## src/rtl/mem_port_arbiter.sv

```systemverilog
// mem_port_arbiter: shares one memory port between a fetch and a load/store requester.
// Ports: clk/resetn (async active-low); i_* fetch requester (req/addr in, gnt/rvalid/rdata out);
// d_* data requester (req/we/addr/be/wdata in, gnt/rvalid/rdata out); mem_* single memory port
// (req/we/addr/be/wdata out, gnt/rvalid/rdata in); f_wait_o/m_wait_o stall indicators.
module mem_port_arbiter #(
    parameter int STARVE_MAX = 4
) (
    input  logic        clk,
    input  logic        resetn,
    input  logic        i_req_i,
    input  logic [31:0] i_addr_i,
    output logic        i_gnt_o,
    output logic        i_rvalid_o,
    output logic [31:0] i_rdata_o,
    input  logic        d_req_i,
    input  logic        d_we_i,
    input  logic [31:0] d_addr_i,
    input  logic [3:0]  d_be_i,
    input  logic [31:0] d_wdata_i,
    output logic        d_gnt_o,
    output logic        d_rvalid_o,
    output logic [31:0] d_rdata_o,
    output logic        mem_req_o,
    output logic        mem_we_o,
    output logic [31:0] mem_addr_o,
    output logic [3:0]  mem_be_o,
    output logic [31:0] mem_wdata_o,
    input  logic        mem_gnt_i,
    input  logic        mem_rvalid_i,
    input  logic [31:0] mem_rdata_i,
    output logic        f_wait_o,
    output logic        m_wait_o
);
    typedef enum logic [1:0] {IDLE, BUSY_I, BUSY_D} state_t;
    state_t     state_q, state_d;
    logic [2:0] starve_q, starve_d;
    logic       we_q, we_d;
    logic       sel_i, req, gnt, rsp_i, rsp_d;
    // Outputs are gated by resetn so they drop to zero the moment reset asserts, not at the next edge.
    assign sel_i = i_req_i & (~d_req_i | (int'(starve_q) == STARVE_MAX));
    assign req   = resetn & (state_q == IDLE) & (i_req_i | d_req_i);
    assign gnt   = req & mem_gnt_i;
    assign rsp_i = resetn & (state_q == BUSY_I) & mem_rvalid_i;
    assign rsp_d = resetn & (state_q == BUSY_D) & mem_rvalid_i;
    assign mem_req_o   = req;
    assign mem_we_o    = req & ~sel_i & d_we_i;
    assign mem_addr_o  = req ? (sel_i ? i_addr_i : d_addr_i) : '0;
    assign mem_be_o    = req ? (sel_i ? 4'hF : d_be_i) : '0;
    assign mem_wdata_o = (req & ~sel_i) ? d_wdata_i : '0;
    assign i_gnt_o     = gnt & sel_i;
    assign d_gnt_o     = gnt & ~sel_i;
    assign i_rvalid_o  = rsp_i;
    assign i_rdata_o   = rsp_i ? mem_rdata_i : '0;
    assign d_rvalid_o  = rsp_d;
    // Stores are acknowledged with zero data; the transaction type is remembered in we_q.
    assign d_rdata_o   = (rsp_d & ~we_q) ? mem_rdata_i : '0;
    assign f_wait_o    = resetn & i_req_i & ~rsp_i;
    assign m_wait_o    = resetn & (d_req_i | (state_q == BUSY_D)) & ~rsp_d;
    always_comb begin
        state_d  = gnt ? (sel_i ? BUSY_I : BUSY_D) : (rsp_i | rsp_d) ? IDLE : state_q;
        we_d     = gnt ? (~sel_i & d_we_i) : we_q;
        starve_d = (~i_req_i | i_gnt_o) ? 3'd0 : (d_gnt_o && starve_q != 3'd7) ? starve_q + 3'd1 : starve_q;
    end
    always_ff @(posedge clk or negedge resetn) begin
        if (!resetn) begin
            state_q  <= IDLE;
            starve_q <= '0;
            we_q     <= 1'b0;
        end else begin
            state_q  <= state_d;
            starve_q <= starve_d;
            we_q     <= we_d;
        end
    end
endmodule

```

## config.mk

```make
export PLATFORM = sky130hd
export DESIGN_NAME = mem_port_arbiter
export DESIGN_NICKNAME = d
export VERILOG_FILES = /design/src/rtl/mem_port_arbiter.sv
export SDC_FILE = /design/constraint.sdc
export NUM_CORES = 1
export LEC_CHECK = 0
export ABC_AREA = 1
export BUFFER_PORTS_ARGS = -buffer_cell sky130_fd_sc_hd__buf_2
export CORE_AREA = 2 2 109 111
export CTS_CLUSTER_DIAMETER = 150
export DETAILED_ROUTE_END_ITERATION = 10
export DIE_AREA = 0 0 111 113
export PLACE_DENSITY = 0.58
export SYNTH_ARGS = -nofsm -noshare
export SYNTH_HDL_FRONTEND = slang
export SYNTH_SLANG_ARGS = --single-unit
```

## constraint.sdc

```tcl
create_clock -name clk -period 2.3 [get_ports clk]
set_clock_uncertainty 0.1 [all_clocks]
set_input_delay 0.345 -clock clk [delete_from_list [all_inputs] [get_ports clk]]
set_output_delay 0.345 -clock clk [all_outputs]
set_load 0.01 [all_outputs]
```

== Word-level counts from Yosys, hierarchy flattened ==
Cells that the tools add are included.

* ROM bits: 0
* Input port bits: 139
* Output and inout port bits: 140
* Memories kept: 0
* Latch bits: 0
* RAM bits: 0
* Flip-flop bits (word level): 6

* Shift-type cells: 0
* Divide/modulo/power cells: 0
* Equality and inequality tests: 4
* Bitwise gates (word level): 29
* Multipliers: 0
* Add/subtract/negate cells: 1
* Muxes and demuxes: 12
* Reduce and logical (&&, ||, !) cells: 4
* $lt $le $gt $ge: 0

{| class="wikitable"
|+ Operator list
! kind !! number
|-
| $mux W32 || 5
|-
| $and A1 B1 Y1 || 18
|-
| $mux W4 || 2
|-
| $mux W2 || 3
|-
| $mux W3 || 2
|-
| $not A1 Y1 || 6
|-
| $or A1 B1 Y1 || 5
|-
| $reduce_bool A2 Y1 || 2
|-
| $add A3 B1 Y3 const B || 1
|-
| $eq A3 B3 Y1 const B || 1
|-
| $ne A3 B3 Y1 const B || 1
|-
| $eq A2 B1 Y1 const B || 1
|-
| $eq A2 B2 Y1 const B || 1
|-
| $logic_not A2 Y1 || 1
|-
| $logic_and A1 B1 Y1 || 1
|}

== Logic depth before layout (Yosys ltp) ==
* Depth in word-level cells: 8
* Gate-level depth with buffers: 10

== Least setup slack after synthesis ==
OpenSTA, ideal clock, no wires.

* Kind: register to output
* Start point: reg starve_q[0]
* End point: out mem_addr_o[15]
* Cell stages (with the launch flop): 10
* Required time: 1,855 ps
* Arrival time: 1,372 ps
* Path buffers: 2
* Path slack: 483 ps
* Path through: dfrtp_1 > inv_1 > ha_1 > nand2_1 > nand2_1 > nand2_1 > buf_2 > clkbuf_2 > o21ai_0 > nor2_1

* Word-level cells in the longest chain between the ends: 5

{| class="wikitable"
|+ RTL lines
! what !! RTL line !! RTL
|-
| start, declared || 36 || <nowiki>logic [2:0] starve_q, starve_d;</nowiki>
|-
| start signal, assigned || 71 || <nowiki>starve_q <= starve_d;</nowiki>
|-
| $eq A3 B3 Y1 || 40 || <nowiki>assign sel_i = i_req_i & (~d_req_i | (int'(starve_q) == STARVE_MAX));</nowiki>
|-
| $or A1 B1 Y1 || 40 ||
|-
| $and A1 B1 Y1 || 40 ||
|-
| $mux W32 (2 in a row) || 47 || <nowiki>assign mem_addr_o = req ? (sel_i ? i_addr_i : d_addr_i) : '0;</nowiki>
|-
| end, declared || 25 || <nowiki>output logic [31:0] mem_addr_o,</nowiki>
|}

Every way passes these cells.

== Final worst setup path ==
* Start point: reg starve_q[0]
* End point: out mem_we_o

* Word-level cells in the longest chain between the ends: 6

{| class="wikitable"
|+ RTL lines
! what !! RTL line !! RTL
|-
| $eq A3 B3 Y1 || 40 ||
|-
| $or A1 B1 Y1 || 40 ||
|-
| $and A1 B1 Y1 || 40 ||
|-
| $not A1 Y1 || 46 || <nowiki>assign mem_we_o = req & ~sel_i & d_we_i;</nowiki>
|-
| $and A1 B1 Y1 (2 in a row) || 46 ||
|-
| end, declared || 24 || <nowiki>output logic mem_we_o,</nowiki>
|}

Every way passes these cells.

==> summary.txt <==
Placement
  – Dpl hpwl: 6500 um
  – Routability congestion estimate: 0.763
  – Port Buffers: 278
  – Pre-CTS WS: 319 ps

Finish
  – Final nets: 768
  – Commonest non-fill, non-tap cell in the layout: buf_2
  – # fillers: 1298
  – ANT cells: 0
  – Layout overhead on the synthesized area: 102%
  – Most frequent cells in the layout: 278 x buf_2, 164 x nor2_1, 84 x inv_1
  – Layout cells sized above 1: between 40% and 50%
  – Final Util: between 20% and 30%

Drt
  – Drt first pass iters: 4
  – Wire per inst: 10.1 um
  – Vias/cell: 3.82
  – Via count: approximately 3k
  – Routed Antenna Nets: 0
  – Initial drt markers: 77
  – Remaining DRCs: 0
  – DRT Wirelength: 7780 um

Timing
  – Tmin final: 2150 ps
  – Final-report hold violation count: 0
  – Max-slew violation count: 0
  – Worst slew pin tran: 348 ps
  – Final setup fails: 0
  – RSZ-0062 raised after global routing: yes
  – PnR worst setup slack: about 150 ps
  – Fmax: 465 MHz
  – Setup TNS: 0 ps
  – Final period util: 93.5%
  – Max-slew headroom: 76.6%

Global route
  – Number of antenna violations at the first check in global routing: 0
  – Pin count of the biggest net entering global routing: 36
  – Grt ovf: 0
  – GR peak layer: met2
  – All-Layer GR Usage: 10.9%
  – Met2 Track Usage GR: 19.8%
  – Global-route wire length before repair: 11600 um
  – Met3 Usage GRT: 2.79%
  – Vias in the first global route: ~2.5k
  – Global-route met1 utilization: 13.1%

Floorplanning
  – Die width: 111 um
  – IO Count: 279
  – Initial core utilization: 14.5%
  – Core Area: 11300 sq um
  – Vert. Die Dim: around 110 um
  – FP Rows: 39
  – Die ar.: 12500 sq um

Yosys
  – Avg Inst Size Synth: 4.64 sq um
  – Post-synthesis mux area share: 0%
  – Synth top area cells: nor2_1 38%, inv_1 19%, dfrtp_1 9.2%, o21ai_0 8.5%, nor2_2 4.6%
  – YS warnings: 0
  – Simple-gate portion of the synthesized area: 50.5%
  – Share of the synthesized area in the top cell type: a little under two fifths
  – Register area share after synthesis: 9.16%
  – Synth unique cells: 22
  – XOR/XNOR Fraction of Synth Area: 0%
  – Net Count, Synth: 495
  – Main combinational cell family by area after synthesis: simple AND/OR/NAND/NOR gates
  – Cell count after synthesis: between 300 and 400
  – Synth Register Bits: 6
  – Post-Synth Adder-Cell Area: ~2.3%
  – Synth area leader: nor2_1
  – Post-Syn Area: around 1600 sq um
  – Compound-Gate Fraction of Synth Area: 11.5%

Worst hold path
  – Hold Path Stages: 3
  – Min-Delay Path Class: in -> reg

CTS
  – Clock transition at path regs: 40 ps
  – Clk Latency, worst-skew pair: 230 ps
  – Clock buffer count from CTS: 3
  – H-tree levels: 1
  – Root Driver: clkbuf_16
  – Max clock buf depth: 2
  – TritonCTS clock tree: done
  – Clk sinks: 6

Power
  – Power density over the cells: approximately 480 nW/um^2
  – VDD IR-drop max: 273 uV
  – P_leak: about 2.4 nW

Worst setup path
  – Startpoint types: flop
  – Crit Path Category: reg -> out
  – Critical Path RT: between 1500 and 2000 ps
  – Worst path cell trace: inv_1 -> ha_1 -> nand2_1 -> nand2_1 -> nand2_2 -> buf_8 -> nand2_2 -> buf_12 -> nor2_1 -> buf_2
  – Slowest cell on the critical path: dfrtp_1
  – Slowest Stage Delay on Critical Path: 360 ps
  – FF-to-FF path depth: 10
  – Worst Path Arrival: 1710 ps
  – Critical Path End Type: primary output
  – CP Max Fanout: 33

Run status
  – Status: finished, final reports clean

Job
  – Max-Cap Viols: 0
-- power by group --
group | switching (mW) | internal, mW
combinational | 0.658 | 0.463
clock | 0.0654 | 0.224
sequential | 0.0252 | 0.137
-- logic make-up (layout without fill, tap and decap cells) --
logic type      count (synthesis)  count (layout)
flops                           6               6
buf+inv                       104             375
compound gates                 37              37
simple gates                  203             203
fa+ha+maj                       3               3
-- metal layers --
layer	up-vias	part of all wire, %
met1	1218	40
met2	152	50
met3	10	8.8
met5	-	0
met4	0	1.1
li1	1552	-
-- stage by stage --
step                hold slack, ps  instance area, sq um  std cells  total power [mW]
global placement               108                  3180        762              1.28
finish                         318                  3300        767              1.57
floorplan                    -50.6                  1640        353             0.801
detailed placement             115                  3180        762              1.28
global route                   351                  3300        767              1.72
CTS                            331                  3260        766              1.58
-- area by class of cell --
type,count,area [sq um],share of cell area [%]
Clock buffer,3,75.1,2.27
Inverter,84,315,9.55
Multi-Input combinational cell,243,1060,32.0
Sequential cell,6,150,4.55
Tap cell,143,179,5.42
Timing Repair Buffer,288,1530,46.2
-- final timing paths --
path | slack (ps) | end | from
hold / removal | 320 | we_q | d_we_i
setup reg to reg | 600 | starve_q[0] | starve_q[0]
max in group asynchronous | 1330 | state_q[1] | resetn
hold reg to reg | 470 | we_q | we_q
setup / recovery | 150 | mem_we_o | starve_q[0]
min in group asynchronous | 530 | starve_q[0] | resetn
-- sequential cells by signal (all words and copies together), names as in the netlist --
| signal | count |
|---|---|
| starve_q | 3 |
| state_q | 2 |
| we_q | 1 |
-- worst max-delay path: cells and delay by family (launching register included) --
family                   cells  cell delay, ps
buffers and inverters        4             520
AND/OR/NAND/NOR              5             400
flip-flops                   1             360
adder cells (fa/ha/maj)      1             190
-- Yosys cell counts (all sizes together) --
library cell,instances
o21ai,34
o22ai,1
dfrtp,6
nand2,18
nand4,4
clkbuf,6
nor3,1
nor2,178
buf,14
inv,84
a211oi,1
ha,3
nand3,2
a21oi,1
-- repair_timing --
item | in CTS | in global routing
hold buffers | 1 | 0
hold endpoints to repair | 6 | 0
buffers inserted | 0 | 0
endpoints found under the setup margin | 0 | 33
gates resized for setup | 0 | 5
No activity file was read; power rests on OpenSTA's default activity.
